$ cat src/rtl/seq_multiplier_x16.sv
// Shift-and-add unsigned multiplier: one multiplier bit per cycle, WIDTH cycles per product.
// Optional macro SEQ_MUL_EARLY_EXIT_EN ends the run once the remaining multiplier bits are all zero.
module seq_multiplier_x16 #(
  parameter int unsigned WIDTH = 16
) (
  input  logic               clk,
  input  logic               rst_n,
  input  logic               start,
  input  logic [WIDTH-1:0]   a,
  input  logic [WIDTH-1:0]   b,
  output logic               busy,
  output logic               done,
  output logic [2*WIDTH-1:0] p
);

  localparam int unsigned CW = (WIDTH > 1) ? $clog2(WIDTH) : 1;
  localparam logic [CW-1:0] LastCount = CW'(WIDTH - 1);

  typedef enum logic [1:0] {StIdle, StRun, StDone} state_e;

  state_e               state_q, state_d;
  logic [2*WIDTH-1:0]   mcand_q, mcand_d;
  logic [WIDTH-1:0]     mplier_q, mplier_d;
  logic [2*WIDTH-1:0]   acc_q, acc_d;
  logic [CW-1:0]        count_q, count_d;
  logic [2*WIDTH-1:0]   p_q, p_d;

  logic [WIDTH-1:0]     mplier_shift;
  logic [2*WIDTH-1:0]   acc_sum;
  logic                 last;

  assign mplier_shift = mplier_q >> 1;
  assign acc_sum      = acc_q + (mplier_q[0] ? mcand_q : '0);

`ifdef SEQ_MUL_EARLY_EXIT_EN
  // No set bits left to consume: the accumulator already holds the product.
  assign last = (count_q == LastCount) || (mplier_shift == '0);
`else
  assign last = (count_q == LastCount);
`endif

  always_comb begin
    state_d  = state_q;
    mcand_d  = mcand_q;
    mplier_d = mplier_q;
    acc_d    = acc_q;
    count_d  = count_q;
    p_d      = p_q;
    unique case (state_q)
      StIdle, StDone: begin
        if (start) begin
          mcand_d  = {{WIDTH{1'b0}}, a};
          mplier_d = b;
          acc_d    = '0;
          count_d  = '0;
          state_d  = StRun;
        end else begin
          state_d  = StIdle;
        end
      end
      StRun: begin
        acc_d    = acc_sum;
        mcand_d  = mcand_q << 1;
        mplier_d = mplier_shift;
        count_d  = count_q + CW'(1);
        if (last) begin
          p_d     = acc_sum;
          state_d = StDone;
        end
      end
      default: state_d = StIdle;
    endcase
  end

  always_ff @(posedge clk or negedge rst_n) begin
    if (!rst_n) begin
      state_q  <= StIdle;
      mcand_q  <= '0;
      mplier_q <= '0;
      acc_q    <= '0;
      count_q  <= '0;
      p_q      <= '0;
    end else begin
      state_q  <= state_d;
      mcand_q  <= mcand_d;
      mplier_q <= mplier_d;
      acc_q    <= acc_d;
      count_q  <= count_d;
      p_q      <= p_d;
    end
  end

  assign busy = (state_q == StRun);
  assign done = (state_q == StDone);
  assign p    = p_q;

endmodule

$ cat config.mk
export PLATFORM = sky130hd
export DESIGN_NAME = seq_multiplier_x16
export DESIGN_NICKNAME = d
export VERILOG_FILES = /design/src/rtl/seq_multiplier_x16.sv
export SDC_FILE = /design/constraint.sdc
export NUM_CORES = 1
export LEC_CHECK = 0
export ABC_CLOCK_PERIOD_IN_PS = 4470
export BUFFER_PORTS_ARGS = -buffer_cell sky130_fd_sc_hd__buf_2
export CAP_MARGIN = 20
export CORE_MARGIN = 2
export CORE_UTILIZATION = 43
export CTS_CLUSTER_SIZE = 20
export DETAILED_ROUTE_END_ITERATION = 10
export MAX_ROUTING_LAYER = met4
export PLACE_DENSITY_LB_ADDON = 0.12
export SLEW_MARGIN = 20
export SYNTH_ARGS = -nofsm -noshare
export SYNTH_HDL_FRONTEND = slang
export SYNTH_SLANG_ARGS = --single-unit
$ cat constraint.sdc
create_clock -name clk -period 4.47 [get_ports clk]
set_clock_uncertainty 0.2 [all_clocks]
set_input_delay 0 -clock clk [delete_from_list [all_inputs] [get_ports clk]]
set_output_delay 0 -clock clk [all_outputs]
set_load 0.01 [all_outputs]
Word-level counts from Yosys, hierarchy flattened
Cells that the tools add are included.
{"block": "op_classes", "n_addsub": 2, "eq_ne": 5, "mux": 12, "reduce_logical": 5}
{"cell": "32-bit case mux with 2 select lines", "count": 2}
{"cell": "32-bit 2-to-1 mux", "count": 3}
{"cell": "32-bit adder", "count": 1}
{"cell": "16-bit case mux with 2 select lines", "count": 1}
{"cell": "16-bit 2-to-1 mux", "count": 1}
{"cell": "4-bit case mux with 2 select lines", "count": 1}
{"cell": "4-bit by 1-bit adder with 4-bit output (second input constant)", "count": 1}
{"cell": "4-bit == test (second input constant)", "count": 1}
{"cell": "4-bit 2-to-1 mux", "count": 1}
{"cell": "2-bit case mux with 2 select lines", "count": 1}
{"cell": "2-bit AND reduction", "count": 2}
{"cell": "2-bit by 1-bit == test with 1-bit output (second input constant)", "count": 1}
{"cell": "2-bit == test (second input constant)", "count": 1}
{"cell": "2-bit zero test", "count": 1}
{"cell": "2-bit 2-to-1 mux", "count": 1}
{"cell": "2-bit by 1-bit != test with 1-bit output (second input constant)", "count": 1}
{"cell": "2-bit != test (second input constant)", "count": 1}
{"cell": "2-bit nonzero test", "count": 1}
{"cell": "2-bit OR reduction", "count": 1}
{"cell": "1-bit 2-to-1 mux", "count": 1}
{"block": "word_totals", "regBits": 118, "in_bits": 35, "elab_cells": 30}

Longest topological paths before layout
Gate-level depths: netlist of run 1.
{"block": "depth", "ltp_word": 4, "ltp_mapped": 13}

Least setup slack after synthesis of run 1
Ideal clock, no wire load.
{"block": "synth_path", "path_kind": "register to register", "startpoint": "register mplier_q[0]", "endpoint": "register p_q[28], in the netlist p[28]", "setup_ns": 0.125, "arrival_time_ns": 3.040, "path_slack_ns": 1.105, "path_stages_with_launch": 14, "period_less_slack_ns": 3.365, "path_cell_list": "dfrtp_1 -> clkbuf_1 -> and2_1 -> ha_1 -> fa_1 -> a211oi_1 -> o21ai_1 -> a32oi_1 -> o21ai_1 -> o31ai_4 -> o21bai_1 -> a221oi_2 -> xnor2_1 -> mux2_2"}
{"block": "synth_via", "elab_chain_len": 2}
{"item": "from (decl)", "line_no": "23", "rtl": "logic [WIDTH-1:0] mplier_q, mplier_d;"}
{"item": "from (signal assigned)", "line_no": "86", "rtl": "mplier_q <= mplier_d;"}
{"item": "32-bit 2-to-1 mux", "line_no": "33", "rtl": "assign acc_sum = acc_q + (mplier_q[0] ? mcand_q : '0);"}
{"item": "32-bit adder", "line_no": "33"}
{"item": "to (signal assigned)", "line_no": "89", "rtl": "p_q <= p_d;"}
{"item": "to (decl)", "line_no": "26", "rtl": "logic [2*WIDTH-1:0] p_q, p_d;"}
Every way passes these cells.
A chain may end at the register's enable or synchronous reset.

Final worst setup path of run 1
{"block": "layout_path", "startpoint": "register mplier_q[0]", "endpoint": "register p_q[31], in the netlist p[31]"}
The elaborated chain is that of the path after synthesis.

==> impl_metrics.py, run 1 <==
metrics = {
    "worst_setup_path": {
        "path_cells": "buf_4, and2_1, ha_1, and3_4, nand3_2, or2_0, a2bb2oi_1, a21boi_2, nand2_1, a221o_1, xor3_1, mux2_2",
        "start_kind": "flop",
        "reg2reg_to": "p[31]$_DFFE_PN0P_",
        "setup.worst_path.end_class": "flop",
        "critPathMaxStageDelay_ns": 0.51,
        "cp.required_ns": 4.57,
        "critPathSlowestCell": "dfrtp_1",
        "regToRegSetupSlack_ns": 0.79,
        "reg2reg_depth": 12,
        "r2r-start": "mplier_q[0]$_DFFE_PN0P_",
        "cp.arrival_ns": 3.79,
        "path_class": "reg -> reg",
        "worstPathMaxFanout": 20,
    },
    "sta": {
        "rsz0062_at_grt": "no",
        "post-route-period-util": 0.824,
        "finalSetupViolCount": 0,
        "max_slew_margin": 0.438,
        "worst_hold_slack_ns": 0.122,
        "worstMarginPinSlew_ns": 0.842,
        "fin_crit_ns": 3.68,
        "finalHoldViolations": 0,
        "finalSetupTns_ns": 0,
        "slew_viol_final": 0,
        "timing.fmax_mhz": 271,
    },
    "clock_network": {
        "tritoncts": "done",
        "postCtsSetupRepairBufs": 0,
        "cts.path.max_buffers": 2,
        "cts_buffers": 17,
        "cts_resized": 0,
        "hold_buffers": 36,
        "cts_sinks": 118,
        "clk_latency_ns": 0.42,
        "htreeDepth": 4,
        "clk_pin_slew_worst_paths_ns": 0.05,
        "cts-root-buf": "clkbuf_16",
    },
    "route": {
        "viasPerCell": 5.41,
        "drc": 0,
        "postRouteAntennaNets": 0,
        "wirelength_mm": 15.2,
        "detail_route.wl_per_cell_um": 16.0,
        "num_vias": 5136,
        "drtPass1Iterations": 5,
        "drtIter0Drc": 306,
    },
    "cells_and_area": {
        "multi_input_area_um2": 3190,
        "register_area_um2": 2950,
        "antenna_cells": 0,
        "area_growth_pct": 24.2,
        "final_area_um2": 7800,
        "filler_cell_count": 1300,
        "layout-drive-gt1-share": 0.166,
        "fin_nets": 820,
    },
    "pwr": {
        "p_per_area_nw_per_um2": 779,
        "total_power_w": 0.00607,
        "ir_drop_mv": 0.318,
        "p_leak_nw": 3.97,
    },
    "logic_synthesis": {
        "yosysUniqueCellTypes": 56,
        "syn-num-nets": 721,
        "synth_common_cells": "nand2_1 (159), dfrtp_1 (118), a22o_1 (46)",
        "synth_top_cell_area_share": 0.470,
        "synth-edff-count": 0,
        "synth-seq-area-share": 0.470,
        "synth-seq-cells": 118,
        "synth_top_cell_by_area": "dfrtp_1",
        "yosysMostFrequentCell": "nand2_1",
        "avgSynthCellArea_um2": 9.61,
        "synth_area_um2": 6280,
        "netlist_instances": 653,
        "async_reset_ff_frac": 1.00,
        "yosys_warnings": 0,
        "synthFlopType": "dfrtp_1",
        "synth.area.top_cells": "dfrtp_1 (47%), nand2_1 (9.5%), a22o_1 (6.4%), ha_1 (6.4%), a22oi_1 (3.6%)",
    },
    "global_route": {
        "overflow": 0,
        "grt_pass1_wl_mm": 25.7,
        "grt_max_degree": 78,
        "antenna_found_initial": 0,
        "grt_pass1_vias": 5188,
        "track_usage": 0.209,
    },
    "floorplan": {
        "die_h_um": 125,
        "start_util": 0.435,
        "dieWidth_um": 125,
        "rows": 44,
        "fp.dieArea_um2": 15600,
        "design.core.area_um2": 14400,
        "io_pins": 69,
    },
    "min_path": {
        "hold_end": "mplier_q[9]$_DFFE_PN0P_",
        "min_path_cells": 4,
        "hold_path.startpoint": "b[9]",
        "hp-class": "in -> reg",
    },
    "flow_run": {
        "drv_cap": 0,
    },
    "placement": {
        "hpwl_mm": 9.89,
        "place_congestion": 0.930,
        "io_buffer_count": 68,
        "dpl_cell_area_um2": 6800,
    },
    "outcome": {
        "status": "finished clean",
    },
}
[cell type report]
type	instances	area share
multi-input cells	497	0.409
flip-flops and latches	118	0.379
clock inverters	14	0.0234
well taps	184	0.0295
clock buffers	18	0.0563
repair buffers	111	0.0992
inverters	7	0.00337
[power by group]
part	switching (W)	internal [W]
logic	0.00156	0.00118
registers	0.000328	0.00157
clock network	0.000495	0.000941
[placed cells by master (no fill, tap or decap), types with 10 or more instances in the layout]
cell type,count
a21o_1,19
a21oi_1,25
a22o_1,46
a22oi_1,30
and2_1,32
buf_2,67
clkbuf_16,17
dfrtp_1,118
dlygate4sd3_1,35
ha_1,32
nand2_1,159
nor2_1,18
o21ai_0,19
o21ai_1,16
xnor2_1,14
xor2_1,10
[sequential cells by signal (all words and copies together) (netlist names)]
name      flops
state_q       2
count_q       4
p            32
mcand_q      32
mplier_q     16
acc_q        32
[layer usage]
layer	track usage	up-vias	wire, µm	share of wire
met1	0.272	2480	7200	0.47
met5	-	-	0	0
met4	0.0621	0	218	0.014
met3	0.0511	20	690	0.045
met2	0.326	113	7100	0.47
li1	-	2523	-	-
[per-stage QoR]
step	util	setup WS (ns)	instances
after floorplan	-	1.10	653
after detailed placement	0.471	0.805	881
final	0.541	0.785	949
after global placement	0.471	0.889	881
after global routing	0.541	0.540	949
after CTS	0.541	0.798	949
[cells by family after synthesis]
logic type / synth area share
simple gates: 0.173
buf+inv: 0.0227
flops: 0.470
fa+ha+maj: 0.0670
mux: 0.0122
xor+xnor: 0.0373
compound gates: 0.217
[worst max-delay path by stage]
stage	end	slack, ns	from
2_1_floorplan	p[28]$_DFFE_PN0P_	1.10	mplier_q[0]$_DFFE_PN0P_
3_3_place_gp	p[28]$_DFFE_PN0P_	0.89	mplier_q[0]$_DFFE_PN0P_
3_5_place_dp	p[31]$_DFFE_PN0P_	0.80	mplier_q[0]$_DFFE_PN0P_
4_1_cts	p[31]$_DFFE_PN0P_	0.80	mplier_q[0]$_DFFE_PN0P_
5_1_grt	p[20]$_DFFE_PN0P_	0.54	mplier_q[0]$_DFFE_PN0P_
6_report	p[31]$_DFFE_PN0P_	0.79	mplier_q[0]$_DFFE_PN0P_
[worst max-delay path: cells and delay by family (launching register included)]
family          cells  cell delay [ns]
xor+xnor            1             0.36
simple gates        5             0.81
flops               1             0.51
fa+ha+maj           1             0.40
mux                 1             0.27
compound gates      3             0.73
buf+inv             1             0.27
Power figures use the tool's default switching activity.
==> run 2, diff against run 1 <==
--- a/config.mk
+++ b/config.mk
@@ -5,7 +5,7 @@
 export SDC_FILE = /design/constraint.sdc
 export NUM_CORES = 1
 export LEC_CHECK = 0
-export ABC_CLOCK_PERIOD_IN_PS = 4470
+export ABC_CLOCK_PERIOD_IN_PS = 3000
 export BUFFER_PORTS_ARGS = -buffer_cell sky130_fd_sc_hd__buf_2
 export CAP_MARGIN = 20
 export CORE_MARGIN = 2
==> constraint.sdc (replaced) <==
create_clock -name clk -period 3 [get_ports clk]
set_clock_uncertainty 0.2 [all_clocks]
set_input_delay 0 -clock clk [delete_from_list [all_inputs] [get_ports clk]]
set_output_delay 0 -clock clk [all_outputs]
set_load 0.01 [all_outputs]
==> run 2 against run 1 <==
  * The flow now finishes with violations (hold timing, setup timing)
  * Global-route usage up 2.0 points
  * Total power increased by 78%
  * Sequential power rose by 49%
  * Hold slack got worse by 0.14 ns
  * Flip-flop and latch count did not move
  * Critical endpoint unchanged
  * Highest routed layer unchanged
==> impl_metrics.py, run 2 (same netlist as run 1, synthesis figures left out) <==
metrics = {
    "worst_setup_path": {
        "start_kind": "flop",
        "setup.worst_path.end_class": "flop",
        "cp.required_ns": 3.10,
        "worstPathMaxFanout": 24,
        "path_class": "reg -> reg",
        "cp.arrival_ns": 3.45,
    },
    "floorplan": {
        "rows": 44,
        "start_util": 0.435,
        "design.core.area_um2": 14400,
        "dieWidth_um": 125,
        "io_pins": 69,
        "die_h_um": 125,
        "fp.dieArea_um2": 15600,
    },
    "sta": {
        "worstMarginPinSlew_ns": 0.722,
        "max_slew_margin": 0.519,
        "finalSetupViolCount": 15,
        "slew_viol_final": 0,
        "post-route-period-util": 1.12,
        "finalWorstSetupSlack_ns": -0.346,
        "finalHoldViolations": 11,
        "fin_crit_ns": 3.35,
        "timing.fmax_mhz": 299,
        "finalSetupTns_ns": -1.85,
        "worst_hold_slack_ns": -0.0154,
        "rsz0062_at_grt": "yes",
    },
    "cells_and_area": {
        "area_growth_pct": 45.6,
        "final_area_um2": 9140,
        "multi_input_area_um2": 3640,
        "register_area_um2": 2950,
        "layout-drive-gt1-share": 0.323,
        "finalNonFillerCells": 1056,
        "antenna_cells": 0,
        "fin_nets": 928,
        "final_cell_mix": "nand2_1 (158), dfrtp_1 (118), buf_4 (95), buf_2 (67), a22o_1 (46)",
        "final_common_cell": "nand2_1",
        "filler_cell_count": 1173,
    },
    "placement": {
        "dpl_worst_slack_ns": -0.238,
        "io_buffer_count": 68,
        "place_congestion": 0.891,
        "dpl_cell_area_um2": 7600,
        "hpwl_mm": 11.0,
        "dp.cells": 967,
    },
    "global_route": {
        "grt_max_degree": 67,
        "grt_pass1_wl_mm": 28.4,
        "antenna_found_initial": 0,
        "overflow": 0,
        "track_usage": 0.229,
        "grt_pass1_vias": 5863,
    },
    "route": {
        "drc": 0,
        "dr.max_layer_used": "met4",
        "num_vias": 5663,
        "wl_met2_mm": 8.59,
        "drtPass1Iterations": 4,
        "dr_wl_met3_um": 481,
        "postRouteAntennaNets": 0,
        "wirelength_mm": 17.2,
        "drtIter0Drc": 315,
        "wl_met1_mm": 7.87,
        "viasPerCell": 5.36,
        "detail_route.wl_per_cell_um": 16.3,
    },
    "pwr": {
        "p_int_w": 0.00668,
        "ir_drop_mv": 0.576,
        "pwr-share-seq": 0.262,
        "p_leak_nw": 4.61,
        "combPwrFrac": 0.534,
        "p_per_area_nw_per_um2": 1180,
        "switchingPower_w": 0.00413,
        "power_frac_clock": 0.204,
        "netSwitchingFraction": 0.382,
    },
    "clock_network": {
        "cts_sinks": 118,
        "cts_buffers": 17,
        "clk_pin_slew_worst_paths_ns": 0.06,
        "cts.path.max_buffers": 2,
        "cts-root-buf": "clkbuf_16",
        "htreeDepth": 4,
        "tritoncts": "done",
        "clk_latency_ns": 0.42,
    },
    "outcome": {
        "violations": "hold timing, setup timing",
        "status": "finished with violations",
    },
    "flow_run": {
        "drv_cap": 0,
    },
    "min_path": {
        "hp-class": "in -> async",
    },
}
run 2: worst max-delay path, stage by stage, from the launching register on:
cell	delay, ns
dfrtp_1	0.39
buf_12	0.16
and2_1	0.17
ha_4	0.28
and3_4	0.20
nand3_2	0.10
nor4_1	0.33
a2bb2oi_2	0.14
a21boi_2	0.21
nand2_1	0.07
a221o_1	0.36
xor3_1	0.35
mux2_2	0.26
run 2: per-stage QoR:
step,total power (W),utilization
after floorplan,0.00598,-
after global placement,0.00770,0.527
after detailed placement,0.00782,0.527
after CTS,0.0103,0.611
after global routing,0.0116,0.634
final,0.0108,0.634
run 2: what timing repair did:
item | in CTS | in global routing
hold buffers | 44 | 0
pin swaps | 13 | 19
setup buffers | 11 | 3
gates resized for setup | 13 | 58
endpoints found under the hold margin | 130 | 0
setup endpoints to repair | 18 | 37
run 2: power by group through the flow:
stage | registers, W | clock network (W) | logic (W)
final | 0.00283 | 0.00220 | 0.00577
after floorplan | 0.00281 | 0 | 0.00317
after detailed placement | 0.00282 | 0 | 0.00500
after CTS | 0.00281 | 0.00223 | 0.00530
after global placement | 0.00282 | 0 | 0.00488
after global routing | 0.00293 | 0.00230 | 0.00636
run 2: per-layer routing:
layer  track usage  vias up
met1         0.289     2780
met3        0.0464       23
li1              -     2747
met2         0.376      113
met5             -        -
met4        0.0680        0
run 2: cell type report:
class                      count  area share
tap                          184      0.0252
timing repair buffer         219       0.182
clock inverter                 9      0.0162
sequential                   118       0.323
inverter                       7     0.00288
multi-input combinational    497       0.398
clock buffer                  22      0.0530
run 2: final timing paths:
path,slack (ns),startpoint,depth (start not counted),to
setup / recovery,-0.35,mplier_q[0]$_DFFE_PN0P_,12,p[31]$_DFFE_PN0P_
hold / removal,-0.02,rst_n,2,acc_q[17]$_DFFE_PN0P_
setup reg to reg,-0.35,mplier_q[0]$_DFFE_PN0P_,12,p[31]$_DFFE_PN0P_
hold reg to reg,0.27,p[18]$_DFFE_PN0P_,2,p[18]$_DFFE_PN0P_
max in group asynchronous,1.81,rst_n,3,mcand_q[30]$_DFFE_PN0P_
min in group clk,0.13,a[2],4,mcand_q[2]$_DFFE_PN0P_
